--- src/rtl/alu_exec_unit.sv ---
// Execute-stage ALU with registered single-cycle results and an iterative multu/divu unit with HI/LO.
// Optional signed add/sub with overflow detect: define ALU_OVERFLOW_EN.
module alu_exec_unit #(
  parameter int DATA_W  = 32,
  parameter int SHAMT_W = 5
) (
  input  logic               clk,
  input  logic               rst,
  input  logic               in_valid,
  output logic               in_ready,
  input  logic [2:0]         alu_op,
  input  logic [5:0]         funct,
  input  logic [DATA_W-1:0]  a,
  input  logic [DATA_W-1:0]  b,
  input  logic [SHAMT_W-1:0] shamt,
  output logic [DATA_W-1:0]  result,
  output logic               zero,
  output logic               out_valid,
  output logic               busy,
  output logic               illegal,
  output logic               ovf
);

  typedef enum logic [1:0] {IDLE, MUL, DIV, DONE} state_t;

  state_t              state;
  logic [DATA_W-1:0]   hi;
  logic [DATA_W-1:0]   lo;
  logic [DATA_W-1:0]   work_hi;
  logic [DATA_W-1:0]   work_lo;
  logic [DATA_W-1:0]   opnd;
  logic [SHAMT_W-1:0]  count;

  logic [DATA_W-1:0]   sum;
  logic [DATA_W-1:0]   diff;
  logic [DATA_W-1:0]   res;
  logic                ill;
  logic                sov;
  logic                start_mul;
  logic                start_div;

  logic [DATA_W:0]     mul_sum;
  logic [DATA_W:0]     div_shift;
  logic [DATA_W:0]     div_trial;
  logic                div_fits;
  logic [DATA_W-1:0]   iter_hi;
  logic [DATA_W-1:0]   iter_lo;

  assign in_ready = ~busy;
  assign sum      = a + b;
  assign diff     = a - b;

  always_comb begin
    res       = '0;
    ill       = 1'b0;
    sov       = 1'b0;
    start_mul = 1'b0;
    start_div = 1'b0;
    case (alu_op)
      3'b001: res = sum;
      3'b010: res = a & b;
      3'b011: res = a | b;
      3'b100: res = a ^ b;
      3'b101: res = b << shamt;
      3'b110: res = DATA_W'($signed(a) < $signed(b));
      3'b111: res = b << (DATA_W / 2);
      default: begin
        case (funct)
          6'b000000: res = b << shamt;
          6'b000010: res = b >> shamt;
          6'b000011: res = $signed(b) >>> shamt;
          6'b000100: res = b << a[SHAMT_W-1:0];
          6'b000110: res = b >> a[SHAMT_W-1:0];
          6'b000111: res = $signed(b) >>> a[SHAMT_W-1:0];
          6'b100001: res = sum;
          6'b100011: res = diff;
          6'b100100: res = a & b;
          6'b100101: res = a | b;
          6'b100110: res = a ^ b;
          6'b100111: res = ~(a | b);
          6'b101010: res = DATA_W'($signed(a) < $signed(b));
          6'b101011: res = DATA_W'(a < b);
          6'b001001: res = sum;
          6'b010000: res = hi;
          6'b010010: res = lo;
          6'b011001: start_mul = 1'b1;
          6'b011011: start_div = 1'b1;
`ifdef ALU_OVERFLOW_EN
          6'b100000: begin
            res = sum;
            sov = (a[DATA_W-1] == b[DATA_W-1]) && (sum[DATA_W-1] != a[DATA_W-1]);
          end
          6'b100010: begin
            res = diff;
            sov = (a[DATA_W-1] != b[DATA_W-1]) && (diff[DATA_W-1] != a[DATA_W-1]);
          end
`else
          6'b100000: res = sum;
          6'b100010: res = diff;
`endif
          default: ill = 1'b1;
        endcase
      end
    endcase
  end

  // Shift-add: product accumulates in work_hi while the multiplier drains out of work_lo.
  assign mul_sum = {1'b0, work_hi} + (work_lo[0] ? {1'b0, opnd} : '0);

  // Restoring division: partial remainder stays below the divisor, so it fits in work_hi.
  assign div_shift = {work_hi, work_lo[DATA_W-1]};
  assign div_trial = div_shift - {1'b0, opnd};
  assign div_fits  = ~div_trial[DATA_W];

  always_comb begin
    if (state == MUL) begin
      iter_hi = mul_sum[DATA_W:1];
      iter_lo = {mul_sum[0], work_lo[DATA_W-1:1]};
    end else begin
      iter_hi = div_fits ? div_trial[DATA_W-1:0] : div_shift[DATA_W-1:0];
      iter_lo = {work_lo[DATA_W-2:0], div_fits};
    end
  end

  always_ff @(posedge clk) begin
    if (rst) begin
      state     <= IDLE;
      hi        <= '0;
      lo        <= '0;
      work_hi   <= '0;
      work_lo   <= '0;
      opnd      <= '0;
      count     <= '0;
      result    <= '0;
      zero      <= 1'b1;
      out_valid <= 1'b0;
      illegal   <= 1'b0;
      ovf       <= 1'b0;
      busy      <= 1'b0;
    end else begin
      out_valid <= 1'b0;
      illegal   <= 1'b0;
      ovf       <= 1'b0;
      case (state)
        IDLE, DONE: begin
          state <= IDLE;
          if (in_valid) begin
            if (start_mul || start_div) begin
              state   <= start_mul ? MUL : DIV;
              busy    <= 1'b1;
              count   <= '0;
              work_hi <= '0;
              opnd    <= start_mul ? a : b;
              work_lo <= start_mul ? b : a;
            end else begin
              result    <= res;
              zero      <= (res == '0);
              out_valid <= 1'b1;
              illegal   <= ill;
              ovf       <= sov;
            end
          end
        end
        default: begin
          work_hi <= iter_hi;
          work_lo <= iter_lo;
          count   <= count + SHAMT_W'(1);
          if (count == SHAMT_W'(DATA_W - 1)) begin
            state     <= DONE;
            busy      <= 1'b0;
            hi        <= iter_hi;
            lo        <= iter_lo;
            result    <= iter_lo;
            zero      <= (iter_lo == '0);
            out_valid <= 1'b1;
          end
        end
      endcase
    end
  end

endmodule

--- config.mk ---
export PLATFORM = sky130hd
export DESIGN_NAME = alu_exec_unit
export DESIGN_NICKNAME = d
export VERILOG_FILES = /design/src/rtl/alu_exec_unit.sv
export SDC_FILE = /design/constraint.sdc
export NUM_CORES = 2
export LEC_CHECK = 0
export ABC_CLOCK_PERIOD_IN_PS = 5700
export BUFFER_PORTS_ARGS = -buffer_cell sky130_fd_sc_hd__buf_2
export CAP_MARGIN = 20
export CORE_ASPECT_RATIO = 0.75
export CORE_MARGIN = 3
export CORE_UTILIZATION = 30
export CTS_CLUSTER_DIAMETER = 40
export DETAILED_ROUTE_END_ITERATION = 12
export REMOVE_ABC_BUFFERS = 1
export SLEW_MARGIN = 0
export SYNTH_ARGS = -nofsm -noshare
export SYNTH_HDL_FRONTEND = slang
export SYNTH_SLANG_ARGS = --single-unit
--- constraint.sdc ---
create_clock -name clk -period 5.7 [get_ports clk]
set_input_delay 0.57 -clock clk [delete_from_list [all_inputs] [get_ports clk]]
set_output_delay 0.57 -clock clk [all_outputs]
set_load 0.05 [all_outputs]
==> results list <==
- The run finished with clean final reports.
- Counting the buffers created by CTS gives 29.
* First-pass GRT wire length: 264 mm
- Slowest stage cell, crit path: sky130_fd_sc_hd__a222oi_1
* Register-to-register setup slack: 0.71 ns
- Gates resized during post-CTS repair numbered 0.
- In the layout the commonest cells are sky130_fd_sc_hd__nand2_1, sky130_fd_sc_hd__nor2_1, sky130_fd_sc_hd__buf_4, sky130_fd_sc_hd__a21oi_1, sky130_fd_sc_hd__o21ai_0.
- From left edge to right edge, the die measures 365 um.
* Layout overhead on the synthesized area: 17.2%
- For this run, the detailed router's first-pass iteration total came to 9.
* Hold Crit Depth: 3
- Number of pins exceeding their max-slew limit in the final report: 0
- Most common library cell in the layout ignoring fill and taps: sky130_fd_sc_hd__nand2_1
- VDD sags by at most 0.229 mV.
- Number of H-tree levels: 1
- The largest single stage delay on the critical path is 0.89 ns.
- Height of the die: 275 um
- The path class of the tightest hold or removal check is in2reg.
- Count of antenna-violating nets left after detailed routing: 0
- Die area: 0.100 mm2
- The core region is 0.0945 mm2.
- At the pin with the least slew margin, the transition time is 1.38 ns.
- Fin crit share: 95.0%
- In this run the critical register-to-register path is launched from work_lo[31].
* TritonCTS clock tree: built
- Setup violations remaining at the end of the flow were counted as 0.
* Share of the synthesized area in the top cell type: 14.0%
- Top-level port count: 119
- Starting Density: 30.6%
- For this design, the sink count on the clock tree is 203.
- Setup repair after global routing left no endpoint under its margin.
* Final core area utilization: 35.9%
- Routed Wire Length: 193 mm
- Final critical-path required period: 5.42 ns
* Clock network latency to the later pin of the worst-skew pair: 0.61 ns
* Share of final-layout standard cells stronger than drive strength 1: 15.7%
* Detail-routed net length per standard cell: 33.9 um
- Clock transition at the registers of the reported paths: 0.07 ns
- Along the worst path, the maximum fanout reaches 21.
- The worst hold path terminates at opnd[23].
* Count of endpoints failing hold in the final timing report: 0
* Via count of the first global-routing pass: 33.3k
- Max-cap violations in this run came to 0.
- Number of synthesized flops with an enable pin: 0
- Measured in cells, the most critical reg-to-reg path has a length of 18.
* Smallest setup slack after layout: 0.283 ns
- Total negative slack for setup checks: 0 ns
- Static timing analysis puts the maximum clock frequency at 185 MHz.
- Routability-driven placement finished with a final weighted congestion of 1.16.
* DP Worst Slack: 0.121 ns
- Buffers on Ports: 117
- For this run the aggregate overflow at the end of global routing stands at 0.
* Aggregate global-route resource usage: 36.7%
- Entering global routing, the biggest net connects 131 pins.
* Placed wire-length estimate after detailed placement: 156 mm
* Top_reg_cell synth: sky130_fd_sc_hd__dfxtp_1
- Critical path cell sequence: buf_2 -> nand2b_1 -> nor2_2 -> buf_4 -> buf_4 -> a222oi_1 -> nand3_1 -> a211oi_1 -> o221ai_1 -> a221o_1 -> nor4b_1 -> and4_1 -> nor4b_1 -> buf_4 -> nand4_1 -> nand3_1
- Post-CTS setup-driven buffer insertion count: 0
- The largest total area in the synthesized netlist belongs to sky130_fd_sc_hd__dfxtp_1.
- Reg2Reg Capture Point: hi[3]
* Worst hold start: a[23]
- Mean Syn Cell Area: 6.84 um2
- Most prevalent standard cell on the critical path: sky130_fd_sc_hd__buf_4
- Measured against its own limit, the worst slew margin works out to 5.58%.
- Pwr per Cell Area: 175 mW/mm2
- Design area: 0.0339 mm2
- On the final layout, the worst clock skew is 0.0551 ns.
- The finished layout holds 5,691 standard cells, fillers aside.
* Root Buffer Master: sky130_fd_sc_hd__clkbuf_16
- Sequential element share of the synthesized area: 14.0%
* Cell Count Post-Placement: 5,619
- Data on the critical path is required at its endpoint by 6.23 ns.
- In this run, post-CTS hold repair placed 0 buffers.
- In the routed design, unresolved DRC markers number 0.
- Classification of the worst setup path: in2reg
- Summing over every cut layer, the via total after detailed routing is 37.6k.
* Synthesized cell area: 0.0289 mm2
* Async set-or-reset flop fraction in the synthesized netlist: 0%
* Leading cell types by total area after synthesis: sky130_fd_sc_hd__dfxtp_1, sky130_fd_sc_hd__ha_1, sky130_fd_sc_hd__nand2_1
* Number of flip-flops and latches in the synthesized netlist: 203
- The clock passes through at most 3 buffers.
* Placement-stage cell area: 0.0328 mm2
- Gate count of the mapped netlist: 4,230
- Post-DR vias/cell: 6.61
- Distinct cell type count after synthesis: 93
- Number of cell rows: 97
* Count of warnings emitted by yosys: 0
* Iter 0 DRT Violations: 6,525
- STA classifies the critical path startpoint as an input pin.
- Summed over all cells, the static leakage comes to 13.7 nW.
- Net count reported at finish: 4,681
- Critical Path Sink Type: flop
* Arrival time worst endpoint: 5.94 ns
- Antenna violations before repair: 20
state kept, by name, indices dropped and copies added, names as in the netlist:
name,count
busy,1
zero,1
opnd,32
hi,32
out_valid,1
result,32
state,2
illegal,1
lo,32
work_lo,32
work_hi,32
count,5
worst max-delay path, delay by kind of cell:
| kind | cells | cell delay [ns] |
|---|---|---|
| compound gates | 4 | 2.58 |
| buf+inv | 4 | 0.89 |
| simple gates | 8 | 1.86 |
power by group:
| group | switching, mW | internal, mW | total, mW | leakage [nW] |
|---|---|---|---|---|
| combinational | 1.79 | 0.794 | 2.59 | 11.6 |
| clock | 0.788 | 1.12 | 1.91 | 0.481 |
| sequential | 0.0121 | 1.44 | 1.45 | 1.64 |
metal layers:
metal / wire length [um] / global-route usage [%]
met3: 29600 / 16.4
met2: 71200 / 47.7
met4: 8360 / 12.5
met5: 123 / 0
met1: 83700 / 52.3
cells in the mapped netlist (118+ instances only):
library cell,number
sky130_fd_sc_hd__nand2_1,571
sky130_fd_sc_hd__clkbuf_1,274
sky130_fd_sc_hd__nor2_1,452
sky130_fd_sc_hd__ha_1,175
sky130_fd_sc_hd__inv_1,160
sky130_fd_sc_hd__a211oi_1,155
sky130_fd_sc_hd__a22oi_1,125
sky130_fd_sc_hd__o21ai_0,292
sky130_fd_sc_hd__dfxtp_1,203
sky130_fd_sc_hd__nand3_1,118
sky130_fd_sc_hd__mux2i_1,155
sky130_fd_sc_hd__a21oi_1,292
per-stage QoR:
step	total power, mW	hold slack, ns
3_3_place_gp	3.91	0.440
5_1_grt	6.07	0.295
6_report	5.95	0.278
4_1_cts	5.80	0.260
2_1_floorplan	2.65	0.430
3_5_place_dp	3.89	0.446
area by class of cell:
type                    instances  area [um2]
inverters                     169         634
clock buffers                  34         774
well taps                    1237        1550
flip-flops and latches        203        4060
clock inverters                17         210
repair buffers                513        3710
multi-input cells            3505       23000
diodes                         13        32.5
fillers                     10100       60600
cells by family after synthesis:
kind of cell               synth area share, %
xor gates and xnor gates                  2.63
muxes                                     9.60
other                                   0.0130
DFF                                       14.0
and+or+nand+nor                           24.1
adders and majority gates                 7.84
buffers and inverters                     6.97
AOI/OAI and AO/OA                         34.8
worst max path at each step:
stage,start,end,slack (ns),cells after the start
floorplan,state[1],result[17],-1.90,7
global placement,funct[0],zero,0.08,16
detailed placement,b[3],zero,0.12,17
CTS,b[3],zero,0.74,17
global route,work_lo[0],hi[31],0.34,17
finish,funct[1],zero,0.28,16
No activity file was read; power rests on OpenSTA's default activity.
